[src/rtl/spi_cmd_pkg.sv]
// -----------------------------------------------------------------------------
// spi_cmd_pkg
// Shared constants and types for the SPI command framer:
//   - SYNC_RX / SYNC_TX : frame header sync byte and status word sync byte
//   - ST_*              : 3-bit frame status codes
//   - frame_state_e     : frame parser states
//   - status_word()     : builds the 16-bit status word returned toward TX
// -----------------------------------------------------------------------------
package spi_cmd_pkg;

   localparam logic [7:0] SYNC_RX = 8'hA5;
   localparam logic [7:0] SYNC_TX = 8'h5A;

   localparam logic [2:0] ST_OK       = 3'd0;
   localparam logic [2:0] ST_BAD_SYNC = 3'd1;
   localparam logic [2:0] ST_BAD_CSUM = 3'd2;
   localparam logic [2:0] ST_OVERFLOW = 3'd3;
   localparam logic [2:0] ST_CS_ABORT = 3'd4;
   localparam logic [2:0] ST_TIMEOUT  = 3'd5;
   localparam logic [2:0] ST_RX_ERR   = 3'd6;

   typedef enum logic [1:0] {
      S_IDLE    = 2'd0,
      S_PAYLOAD = 2'd1,
      S_CHECK   = 2'd2,
      S_DISCARD = 2'd3
   } frame_state_e;

   function automatic logic [15:0] status_word(input logic [3:0] opcode,
                                               input logic [2:0] status);
      return {SYNC_TX, opcode, 1'b0, status};
   endfunction

endpackage

[src/rtl/spi_commit_fifo.sv]
// -----------------------------------------------------------------------------
// spi_commit_fifo
// Three-pointer FIFO. Writes land at the write pointer but stay invisible to
// the reader until i_commit copies the write pointer into the commit pointer.
// i_rewind discards everything written since the last commit. The read side
// is a registered output stage that only presents committed entries.
//
// Ports:
//   i_clk, i_rst_n          clock, asynchronous active-low reset
//   i_wr_en, i_wr_data      write one entry at the write pointer
//   i_commit                commit pointer <- write pointer
//   i_rewind                write pointer <- commit pointer
//   o_rd_data, o_rd_valid   registered head entry (committed only)
//   i_rd_ready              reader accepts the head entry
//   o_level                 write pointer minus read pointer (committed +
//                           uncommitted, including the presented entry)
// -----------------------------------------------------------------------------
module spi_commit_fifo
   import spi_cmd_pkg::*;
#(
   parameter int unsigned WIDTH = 21,
   parameter int unsigned DEPTH = 16
) (
   input  logic                     i_clk,
   input  logic                     i_rst_n,
   input  logic                     i_wr_en,
   input  logic [WIDTH-1:0]         i_wr_data,
   input  logic                     i_commit,
   input  logic                     i_rewind,
   output logic [WIDTH-1:0]         o_rd_data,
   output logic                     o_rd_valid,
   input  logic                     i_rd_ready,
   output logic [$clog2(DEPTH):0]   o_level
);

   localparam int unsigned AW = $clog2(DEPTH);
   localparam logic [AW:0] PTR_ONE = {{AW{1'b0}}, 1'b1};

   logic [AW:0]       wr_q, wr_d;
   logic [AW:0]       cm_q, cm_d;
   logic [AW:0]       rd_q, rd_d;
   logic [WIDTH-1:0]  out_data_q, out_data_d;
   logic              out_valid_q, out_valid_d;
   logic              pop;
   logic              committed_empty;
   logic [WIDTH-1:0]  mem_q [DEPTH];

   // Empty when both pointers are on the same lap (MSB equal) and at the
   // same slot; the extra MSB is what tells full from empty.
   function automatic logic ptr_empty(input logic [AW:0] a, input logic [AW:0] b);
      return (a[AW] == b[AW]) && (a[AW-1:0] == b[AW-1:0]);
   endfunction

   always_comb begin
      pop             = out_valid_q && i_rd_ready;
      rd_d            = pop ? (rd_q + PTR_ONE) : rd_q;
      cm_d            = i_commit ? wr_q : cm_q;
      wr_d            = wr_q;
      if (i_rewind) begin
         wr_d = cm_q;
      end else if (i_wr_en) begin
         wr_d = wr_q + PTR_ONE;
      end
      // The output stage looks at the already-committed pointer, so a commit
      // becomes visible one cycle after the commit strobe.
      committed_empty = ptr_empty(cm_q, rd_d);
      out_valid_d     = !committed_empty;
      // Reloading the same slot while stalled keeps the data stable.
      out_data_d      = mem_q[rd_d[AW-1:0]];
   end

   always_ff @(posedge i_clk or negedge i_rst_n) begin
      if (!i_rst_n) begin
         wr_q        <= '0;
         cm_q        <= '0;
         rd_q        <= '0;
         out_data_q  <= '0;
         out_valid_q <= 1'b0;
      end else begin
         wr_q        <= wr_d;
         cm_q        <= cm_d;
         rd_q        <= rd_d;
         out_data_q  <= out_data_d;
         out_valid_q <= out_valid_d;
      end
   end

   always_ff @(posedge i_clk) begin
      if (i_wr_en) begin
         mem_q[wr_q[AW-1:0]] <= i_wr_data;
      end
   end

   assign o_rd_data  = out_data_q;
   assign o_rd_valid = out_valid_q;
   assign o_level    = wr_q - rd_q;

endmodule

[src/rtl/spi_cmd_framer.sv]
// -----------------------------------------------------------------------------
// spi_cmd_framer
// Parses the 16-bit RX word stream into command frames:
//   header {A5, opcode, len}, len payload words, checksum (XOR of all words).
// Payload is staged in spi_commit_fifo and released only once the checksum
// matches. Each frame produces one status word {5A, opcode, 0, status}.
//
// Optional feature: define SPI_CMD_FRAMER_TIMEOUT_EN to build an inter-word
// timeout counter (TIMEOUT_CYCLES) that aborts a stalled frame with TIMEOUT.
//
// Ports:
//   i_sys_clk, i_sys_rst_n              clock, asynchronous active-low reset
//   i_rx_data, i_rx_valid, i_rx_error   RX word stream from the buffer manager
//   i_spi_cs_n                          synchronised chip select
//   o_pl_data/opcode/last/valid,
//   i_pl_ready                          committed payload stream
//   o_tx_data, o_tx_valid, i_tx_ready   status word handshake
//   o_frame_done, o_frame_status        per-frame end pulse and status code
//   o_fifo_level                        committed + uncommitted FIFO entries
// -----------------------------------------------------------------------------
module spi_cmd_framer
   import spi_cmd_pkg::*;
#(
   parameter int unsigned DATA_WIDTH     = 16,
   parameter int unsigned FIFO_DEPTH     = 16,
   parameter int unsigned TIMEOUT_CYCLES = 4096
) (
   input  logic                          i_sys_clk,
   input  logic                          i_sys_rst_n,
   input  logic [DATA_WIDTH-1:0]         i_rx_data,
   input  logic                          i_rx_valid,
   input  logic                          i_rx_error,
   input  logic                          i_spi_cs_n,
   output logic [DATA_WIDTH-1:0]         o_pl_data,
   output logic [3:0]                    o_pl_opcode,
   output logic                          o_pl_last,
   output logic                          o_pl_valid,
   input  logic                          i_pl_ready,
   output logic [DATA_WIDTH-1:0]         o_tx_data,
   output logic                          o_tx_valid,
   input  logic                          i_tx_ready,
   output logic                          o_frame_done,
   output logic [2:0]                    o_frame_status,
   output logic [$clog2(FIFO_DEPTH):0]   o_fifo_level
);

   localparam int unsigned LVL_W   = $clog2(FIFO_DEPTH) + 1;
   localparam int unsigned ENTRY_W = DATA_WIDTH + 5;
   localparam logic [LVL_W-1:0] DEPTH_L = LVL_W'(FIFO_DEPTH);

   if (DATA_WIDTH != 16 || FIFO_DEPTH < 16 ||
       (FIFO_DEPTH & (FIFO_DEPTH - 1)) != 0 || TIMEOUT_CYCLES < 2) begin : g_bad_cfg
      $error("spi_cmd_framer: unsupported parameter set");
   end

   frame_state_e          state_q, state_d;
   logic [3:0]            opcode_q, opcode_d;
   logic [3:0]            len_q, len_d;
   logic [3:0]            cnt_q, cnt_d;
   logic [DATA_WIDTH-1:0] xor_q, xor_d;
   logic                  cs_prev_q, cs_prev_d;
   logic                  done_q, done_d;
   logic [2:0]            frame_status_q, frame_status_d;
   logic [DATA_WIDTH-1:0] tx_data_q, tx_data_d;
   logic                  tx_valid_q, tx_valid_d;

   logic                  fifo_wr_en;
   logic [ENTRY_W-1:0]    fifo_wr_data;
   logic                  fifo_commit;
   logic                  fifo_rewind;
   logic [ENTRY_W-1:0]    fifo_rd_data;
   logic [LVL_W-1:0]      fifo_level;

   logic                  cs_rise;
   logic                  pl_last;
   logic [LVL_W-1:0]      free_entries;
   logic [7:0]            hdr_sync;
   logic [3:0]            hdr_opcode;
   logic [3:0]            hdr_len;
   logic                  end_frame;
   logic [2:0]            end_code;
   logic [3:0]            end_opcode;
   logic                  timeout_hit;

`ifdef SPI_CMD_FRAMER_TIMEOUT_EN
   localparam int unsigned TMO_W = $clog2(TIMEOUT_CYCLES);
   localparam logic [TMO_W-1:0] TMO_ONE = {{(TMO_W-1){1'b0}}, 1'b1};
   localparam logic [TMO_W-1:0] TMO_MAX = TMO_W'(TIMEOUT_CYCLES - 1);

   logic [TMO_W-1:0] tmo_q, tmo_d;

   // Counts idle cycles since the last word while a frame is open.
   always_comb begin
      tmo_d       = tmo_q;
      timeout_hit = 1'b0;
      if (state_q == S_IDLE || i_rx_valid) begin
         tmo_d = '0;
      end else begin
         tmo_d       = tmo_q + TMO_ONE;
         timeout_hit = (tmo_q == TMO_MAX);
      end
   end

   always_ff @(posedge i_sys_clk or negedge i_sys_rst_n) begin
      if (!i_sys_rst_n) begin
         tmo_q <= '0;
      end else begin
         tmo_q <= tmo_d;
      end
   end
`else
   assign timeout_hit = 1'b0;
`endif

   always_comb begin
      state_d        = state_q;
      opcode_d       = opcode_q;
      len_d          = len_q;
      cnt_d          = cnt_q;
      xor_d          = xor_q;
      cs_prev_d      = i_spi_cs_n;
      done_d         = 1'b0;
      frame_status_d = frame_status_q;
      tx_data_d      = tx_data_q;
      tx_valid_d     = tx_valid_q && !i_tx_ready;

      hdr_sync       = i_rx_data[15:8];
      hdr_opcode     = i_rx_data[7:4];
      hdr_len        = i_rx_data[3:0];
      cs_rise        = i_spi_cs_n && !cs_prev_q;
      free_entries   = DEPTH_L - fifo_level;
      pl_last        = (cnt_q == (len_q - 4'd1));

      fifo_wr_en     = 1'b0;
      fifo_wr_data   = {pl_last, opcode_q, i_rx_data};
      fifo_commit    = 1'b0;
      fifo_rewind    = 1'b0;

      end_frame      = 1'b0;
      end_code       = ST_OK;
      end_opcode     = opcode_q;

      if (state_q != S_IDLE && i_rx_error) begin
         end_frame   = 1'b1;
         end_code    = ST_RX_ERR;
         fifo_rewind = 1'b1;
      end else if (state_q != S_IDLE && cs_rise) begin
         // Abort beats a checksum word arriving in the same cycle.
         end_frame   = 1'b1;
         end_code    = ST_CS_ABORT;
         fifo_rewind = 1'b1;
      end else if (timeout_hit) begin
         end_frame   = 1'b1;
         end_code    = ST_TIMEOUT;
         fifo_rewind = 1'b1;
      end else if (i_rx_valid) begin
         unique case (state_q)
            S_IDLE: begin
               if (hdr_sync != SYNC_RX) begin
                  end_frame  = 1'b1;
                  end_code   = ST_BAD_SYNC;
                  end_opcode = 4'd0;
               end else begin
                  opcode_d = hdr_opcode;
                  len_d    = hdr_len;
                  cnt_d    = 4'd0;
                  xor_d    = i_rx_data;
                  if ({{(LVL_W-4){1'b0}}, hdr_len} > free_entries) begin
                     state_d = S_DISCARD;
                  end else if (hdr_len == 4'd0) begin
                     state_d = S_CHECK;
                  end else begin
                     state_d = S_PAYLOAD;
                  end
               end
            end
            S_PAYLOAD: begin
               fifo_wr_en = 1'b1;
               xor_d      = xor_q ^ i_rx_data;
               cnt_d      = cnt_q + 4'd1;
               if (pl_last) begin
                  state_d = S_CHECK;
               end
            end
            S_CHECK: begin
               end_frame = 1'b1;
               if (i_rx_data == xor_q) begin
                  fifo_commit = 1'b1;
                  end_code    = ST_OK;
               end else begin
                  fifo_rewind = 1'b1;
                  end_code    = ST_BAD_CSUM;
               end
            end
            S_DISCARD: begin
               // len payload words plus the checksum: the (len+1)-th word
               // is the one seen with cnt == len.
               cnt_d = cnt_q + 4'd1;
               if (cnt_q == len_q) begin
                  end_frame = 1'b1;
                  end_code  = ST_OVERFLOW;
               end
            end
            default: state_d = S_IDLE;
         endcase
      end

      if (end_frame) begin
         state_d        = S_IDLE;
         done_d         = 1'b1;
         frame_status_d = end_code;
         tx_data_d      = status_word(end_opcode, end_code);
         tx_valid_d     = 1'b1;
      end
   end

   always_ff @(posedge i_sys_clk or negedge i_sys_rst_n) begin
      if (!i_sys_rst_n) begin
         state_q        <= S_IDLE;
         opcode_q       <= '0;
         len_q          <= '0;
         cnt_q          <= '0;
         xor_q          <= '0;
         cs_prev_q      <= 1'b1;
         done_q         <= 1'b0;
         frame_status_q <= '0;
         tx_data_q      <= '0;
         tx_valid_q     <= 1'b0;
      end else begin
         state_q        <= state_d;
         opcode_q       <= opcode_d;
         len_q          <= len_d;
         cnt_q          <= cnt_d;
         xor_q          <= xor_d;
         cs_prev_q      <= cs_prev_d;
         done_q         <= done_d;
         frame_status_q <= frame_status_d;
         tx_data_q      <= tx_data_d;
         tx_valid_q     <= tx_valid_d;
      end
   end

   spi_commit_fifo #(
      .WIDTH (ENTRY_W),
      .DEPTH (FIFO_DEPTH)
   ) u_fifo (
      .i_clk      (i_sys_clk),
      .i_rst_n    (i_sys_rst_n),
      .i_wr_en    (fifo_wr_en),
      .i_wr_data  (fifo_wr_data),
      .i_commit   (fifo_commit),
      .i_rewind   (fifo_rewind),
      .o_rd_data  (fifo_rd_data),
      .o_rd_valid (o_pl_valid),
      .i_rd_ready (i_pl_ready),
      .o_level    (fifo_level)
   );

   assign o_pl_last      = fifo_rd_data[ENTRY_W-1];
   assign o_pl_opcode    = fifo_rd_data[ENTRY_W-2:DATA_WIDTH];
   assign o_pl_data      = fifo_rd_data[DATA_WIDTH-1:0];
   assign o_tx_data      = tx_data_q;
   assign o_tx_valid     = tx_valid_q;
   assign o_frame_done   = done_q;
   assign o_frame_status = frame_status_q;
   assign o_fifo_level   = fifo_level;

endmodule

[config.mk]
export PLATFORM = sky130hd
export DESIGN_NAME = spi_cmd_framer
export DESIGN_NICKNAME = d
export VERILOG_FILES = /design/src/rtl/spi_cmd_pkg.sv /design/src/rtl/spi_commit_fifo.sv /design/src/rtl/spi_cmd_framer.sv
export SDC_FILE = /design/constraint.sdc
export NUM_CORES = 1
export LEC_CHECK = 0
export BUFFER_PORTS_ARGS = -buffer_cell sky130_fd_sc_hd__buf_4
export CAP_MARGIN = 10
export CORE_MARGIN = 2
export CORE_UTILIZATION = 61
export DETAILED_ROUTE_END_ITERATION = 10
export PLACE_DENSITY = 0.79
export SLEW_MARGIN = 10
export SYNTH_ARGS = -nofsm -noshare
export SYNTH_HDL_FRONTEND = slang
export SYNTH_SLANG_ARGS = --single-unit
[constraint.sdc]
create_clock -name i_sys_clk -period 3.9 [get_ports i_sys_clk]
set_input_delay 0.78 -clock i_sys_clk [delete_from_list [all_inputs] [get_ports i_sys_clk]]
set_output_delay 0.78 -clock i_sys_clk [all_outputs]
set_load 0.1 [all_outputs]
## After elaboration in Yosys (flattened, before gate mapping)

Memories as Yosys holds them, arrays and structs flattened. A register that Yosys moved wholly into a read port is not among the register bits.
Index checks and enable logic that the tools add are counted.

- $add $sub $neg: 6
- $lt $le $gt $ge: 1
- Equality and inequality tests: 14
- Mux-type cells: 52
- Bitwise operators: 4
- Reductions and logical operators: 23

Operators by type and width:

| kind | count |
|---|---|
| $pmux W16 S2 | 1 |
| $mux W1 | 24 |
| $mux W4 | 6 |
| $mux W2 | 11 |
| $eq A16 B16 Y1 | 1 |
| $mux W16 | 1 |
| $xor A16 B16 Y16 | 1 |
| $mux W5 | 3 |
| $reduce_and A5 Y1 | 3 |
| $eq A4 B4 Y1 | 3 |
| $add A5 B1 Y5 const B | 2 |
| $reduce_bool A2 Y1 | 5 |
| $ne A8 B8 Y1 const B | 1 |
| $pmux W4 S2 | 1 |
| $logic_and A1 B1 Y1 | 6 |
| $mux W3 | 2 |
| $ne A2 B2 Y1 const B | 3 |
| $ne A3 B3 Y1 const B | 2 |
| $pmux W2 S3 | 1 |
| $reduce_and A6 Y1 | 1 |
| $gt A4 B5 Y1 | 1 |
| $sub A5 B5 Y5 | 1 |
| $sub A5 B5 Y5 const A | 1 |
| $add A4 B1 Y4 const B | 1 |
| 12 further kinds | 18 |

- Flip-flop bits (word level): 60
- RAM bits: 336
- Bits of input ports: 23
- Output and inout bits: 48
- Logic and storage cells: 115
- Memories kept: 1

Memory list:

| name | words | width | rd ports | clocked after Yosys merged registers in | write ports | RTL line | RTL |
|---|---|---|---|---|---|---|---|
| u_fifo.mem_q | 16 | 21 | 1 | 1 | 1 | spi_commit_fifo.sv:46 | `logic [WIDTH-1:0] mem_q [DEPTH];` |

## Depth between registers and ports, before layout

- Depth after elaboration: 10
- Depth in mapped cells: 13
- Mapped depth without buffers: 13

## Cells and area by module

A second synthesis with hierarchy kept.

- Cell total of the unflattened synthesis: 1853
- Area total of the unflattened synthesis: 20307.0 µm²

Modules (own cells, without submodules):

| module | times used | cells an instance | area an instance (µm²) | seq. area each (µm²) |
|---|---|---|---|---|
| spi_commit_fifo | 1 | 1572 | 17775.8 | 11015.6 |
| spi_cmd_framer | 1 | 281 | 2531.2 | 1027.2 |

## Worst setup path after synthesis

No wires, ideal clock.

- Path type: flip-flop to flip-flop
- Start point: reg u_fifo.wr_q[0]
- End point: reg state_q[1]
- Library setup time: 0.122 ns
- Data arrival time: 4.191 ns
- Data required time: 3.778 ns
- Path slack: -0.413 ns
- Cell stages (with the launch flop): 13
- Path buffers: 0
- Period minus slack after synthesis: 4.313 ns
- Path through: dfrtp_1 > inv_1 > ha_1 > inv_1 > fa_1 > xor2_1 > nor3_1 > xor2_1 > ha_1 > and4_1 > a21oi_1 > nand2_1 > a2111oi_1

- Longest elaborated chain between the ends: 10

RTL lines:

| item | RTL line | RTL |
|---|---|---|
| start, declared | spi_commit_fifo.sv:39 | `logic [AW:0] wr_q, wr_d;` |
| start signal, assigned | spi_commit_fifo.sv:80 | `wr_q <= wr_d;` |
| $sub A5 B5 Y5 | spi_commit_fifo.sv:96 | `assign o_level = wr_q - rd_q;` |
| via o_fifo_level[2] | spi_cmd_framer.sv:44 | `output logic [$clog2(FIFO_DEPTH):0] o_fifo_level` |
| $sub A5 B5 Y5 | spi_cmd_framer.sv:131 | `free_entries = DEPTH_L - fifo_level;` |
| $gt A4 B5 Y1 | spi_cmd_framer.sv:168 | `if ({{(LVL_W-4){1'b0}}, hdr_len} > free_entries) begin` |
| $mux W2 | spi_cmd_framer.sv:168 |  |
| $mux W2 | spi_cmd_framer.sv:159 | `if (hdr_sync != SYNC_RX) begin` |
| $pmux W2 S2 | spi_cmd_framer.sv:157 | `unique case (state_q)` |
| $mux W2 | spi_cmd_framer.sv:156 | `end else if (i_rx_valid) begin` |
| $mux W2 | spi_cmd_framer.sv:147 | `end else if (state_q != S_IDLE && cs_rise) begin` |
| $mux W2 | spi_cmd_framer.sv:143 | `if (state_q != S_IDLE && i_rx_error) begin` |
| $mux W2 | spi_cmd_framer.sv:208 | `if (end_frame) begin` |
| end signal, assigned | spi_cmd_framer.sv:230 | `state_q <= state_d;` |
| end, declared | spi_cmd_framer.sv:56 | `frame_state_e state_q, state_d;` |

The timed path passes the listed nets, and every way through them passes these cells. The select of a mux whose other input is x is not followed.
A chain may end at the register's enable or synchronous reset.

## Final worst setup path

- Start point: reg u_fifo.wr_q[0]
- End point: out o_fifo_level[4]

- Longest elaborated chain between the ends: 1

RTL lines:

| item | RTL line |
|---|---|
| $sub A5 B5 Y5 | spi_commit_fifo.sv:96 |
| end, declared | spi_cmd_framer.sv:44 |

No other way between the ends.

==> metrics.csv <==
stage;metric;value;unit
floorplanning;Initial Util;62.0;%
worst_hold_path;worst hold path class;in -> async;
logic_synthesis;async set-or-reset flop fraction in the synthesized netlist;18.8;%
clock_network;Clock Path Buffers;3;
power_and_ir_drop;leakage power total;0.00744;µW
placement;dpl cell area;18300;µm²
run;maximum capacitance violations;0;
clock_network;CTS clk-pin slew, worst paths;0.06;ns
clock_network;Num CTS Buffers;41;
grt;first-pass GRT wire length;54.3;mm
sta;setup_tns;0;ns
clock_network;cts hold-fix bufs;0;
worst_setup_path;critical path required time;3.12;ns
route;DRT Wirelength;35.4;mm
worst_setup_path;critical path launch point type;flip-flop;
logic_synthesis;Netlist Area Pre-Place;17200;µm²
clock_network;TritonCTS clock tree;done;
power_and_ir_drop;clock share of power;23.8;%
power_and_ir_drop;worst vdd ir;939;µV
worst_setup_path;r2r setup slk;0.81;ns
grt;GR Overflow Total;0;
route;average routed wire per standard cell;23.5;µm
clock_network;worst skew pair latency;0.53;ns
logic_synthesis;cells after synthesis;990;
sta;PnR worst setup slack;0.425;ns
route;antenna-violating nets left;0;
worst_setup_path;Crit Path Category;reg -> out;
sta;Hold Violations, Final;0;
placement;dpl cells;1429;
grt;initial antenna violation count;0;
route;routed vias/inst;5.93;
clock_network;H-tree depth;2;
finish;n_diodes;0;
logic_synthesis;Post-synth EDFFs;336;
route;DRT Pass-1 Iters;5;
finish;Final nets;1134;
sta;final slew viol count;0;
route;initial drt markers;779;
sta;period utilization;89.1;%
grt;largest net degree at the start of global routing;64;
sta;clock skew;0.0142;ns
worst_setup_path;CP Data Arrival Time;2.70;ns
logic_synthesis;Netlist cell types;51;
logic_synthesis;Main synth FF type;edfxtp_1;
finish;Finished Cell Area;19600;µm²
placement;pre-CTS setup slack;0.802;ns
placement;GPL Wtd Cong;0.847;
sta;Tightest Pin Transition;0.943;ns
sta;RSZ-0062 raised after global routing;false;
logic_synthesis;register bit count reported by yosys;414;
clock_network;clock sinks;414;
placement;Post-DP HPWL;21.5;mm
finish;fin cells;1505;
clock_network;post-cts sizing count;0;
sta;Max Fclk;288;MHz
worst_setup_path;FF-to-FF Start;u_fifo.wr_q[0]$_DFFE_PN0P_;
power_and_ir_drop;Cell Int Power;9800;µW
worst_setup_path;worst reg2reg path depth;12;
clock_network;post-CTS setup buffer count;0;
floorplanning;Placeable Area;27800;µm²
sta;max_slew headroom;37.1;%
logic_synthesis;sequential element share of the synthesized area;69.9;%
worst_setup_path;Critical Path Start;u_fifo.wr_q[0]$_DFFE_PN0P_;
floorplanning;die area;29600;µm²
finish;P&R area growth vs syn;13.8;%
logic_synthesis;yosys warns;0;
floorplanning;Die Wd;172;µm
sta;Tmin final;3.48;ns
power_and_ir_drop;Combinational Power Share;42.2;%
worst_setup_path;Worst Setup End Kind;primary output;
floorplanning;row count;61;
route;Residual DRC;0;
worst_setup_path;crit path max fanout;5;
placement;port buffer count;65;
logic_synthesis;mean area per synthesized cell;17.4;µm²
power_and_ir_drop;switch share;37.3;%
status;status;completed;
grt;Total GRT Usage;25.1;%
floorplanning;Die Ht;172;µm
sta;Final setup viols;0;
power_and_ir_drop;Sw Pwr;5840;µW
floorplanning;I/O Pins;71;
finish;share of layout cells above drive strength 1;22.1;%
power_and_ir_drop;Seq pwr share;34.0;%
route;via count;8923;
clock_network;Root Driver;clkbuf_16;
power_and_ir_drop;pwr dens;797;nW/µm²
grt;vias in the first global route;9059;
stage by stage:
stage | hold WS, ns | util [%] | total power [µW]
6_report | 0.366 | 70.6 | 15600
3_3_place_gp | 0.476 | 66.0 | 11900
3_5_place_dp | 0.494 | 66.0 | 12000
4_1_cts | 0.350 | 70.6 | 15700
2_1_floorplan | 0.484 | - | 10600
5_1_grt | 0.353 | 70.6 | 16300
per-layer routing:
metal	global-route usage (%)	vias to the layer above	share of wire, %
met5	0	-	0
met4	7.64	0	2.3
met3	4.01	62	7.1
met2	40.8	313	49
met1	35.8	4544	42
li1	-	4004	-
layout by cell type, fill, tap and decap left out, types with 12 or more instances in the layout:
cell,instances
a21oi_1,29
buf_4,100
clkbuf_1,12
clkbuf_16,43
dfrtp_1,77
edfxtp_1,336
ha_1,16
inv_1,16
mux2_2,18
mux2i_1,200
mux4_2,42
nand2_1,51
nor2_2,12
xnor2_1,17
xor2_1,24
critical path, cell delays in order (launching register included):
cell     delay, ns
dfrtp_1       0.42
inv_1         0.15
ha_1          0.19
inv_1         0.05
fa_1          0.43
a21o_1        0.18
a21oi_1       0.17
xnor2_1       0.21
buf_4         0.36
final timing paths:
check / endpoint
worst min register to register: o_tx_data[7]$_DFFE_PN0P_
worst max-delay path: o_fifo_level[4]
max in group asynchronous: u_fifo.o_rd_data[12]$_DFF_PN0_
worst min-delay path: u_fifo.o_rd_data[17]$_DFF_PN0_
min in group i_sys_clk: cs_prev_q$_DFF_PN1_
worst max register to register: state_q[1]$_DFFE_PN0P_
Yosys cell counts (3+ instances only):
cell type | number | area [µm²]
nand2_1 | 51 | 191
buf_2 | 8 | 40.0
nor2_1 | 18 | 67.6
nand4_1 | 5 | 31.3
o21ai_1 | 10 | 50.1
xor2_1 | 25 | 219
xnor2_1 | 19 | 166
mux4_2 | 42 | 946
edfxtp_1 | 336 | 10100
nor3_1 | 10 | 50.1
dfrtp_1 | 77 | 1930
a21oi_1 | 29 | 145
buf_8 | 3 | 45.0
buf_6 | 8 | 90.1
mux2i_1 | 200 | 2000
o21ai_0 | 8 | 40.0
mux2_2 | 18 | 203
nor2b_1 | 4 | 25.0
buf_4 | 15 | 113
and2_1 | 5 | 31.3
inv_1 | 16 | 60.1
a22o_1 | 4 | 35.0
clkbuf_1 | 13 | 48.8
nand3_1 | 8 | 40.0
nor4_1 | 6 | 37.5
nand2b_1 | 5 | 31.3
ha_1 | 16 | 200
power groups by stage:
stage	combinational, µW	sequential (µW)	clock [µW]
final	6590	5310	3720
after global routing	6980	5340	3940
after CTS	6650	5310	3770
after detailed placement	6610	5400	0
after global placement	6550	5390	0
after floorplan	4310	6320	0
cells by family after synthesis:
family / count (synthesis) / synth area share [%]
adders and majority gates: 17 / 1.28
other: 1 / 0.0218
AOI/OAI and AO/OA: 61 / 2.02
DFF: 414 / 69.9
and+or+nand+nor: 124 / 3.62
muxes: 261 / 18.4
buffers and inverters: 67 / 2.43
xor gates and xnor gates: 45 / 2.40
sequential cells by signal, indices dropped and copies added, names as in the netlist:
| signal | count |
|---|---|
| u_fifo.mem_q | 336 |
| u_fifo.o_rd_data | 21 |
| xor_q | 16 |
| o_tx_data | 6 |
| u_fifo.cm_q | 5 |
| u_fifo.rd_q | 5 |
| u_fifo.wr_q | 5 |
| cnt_q | 4 |
| len_q | 4 |
| opcode_q | 4 |
| o_frame_status | 2 |
| state_q | 2 |
| cs_prev_q | 1 |
| o_frame_done | 1 |
| o_tx_valid | 1 |
| u_fifo.o_rd_valid | 1 |
cell type report:
cell class	instances	area, µm²
Fill cell	1783	8160
Inverter	17	63.8
Clock inverter	21	151
Timing Repair Buffer	107	891
Multi-Input combinational cell	513	4880
Clock buffer	55	1120
Tap cell	378	473
Sequential cell	414	12000
No activity file was read; power rests on OpenSTA's default activity.
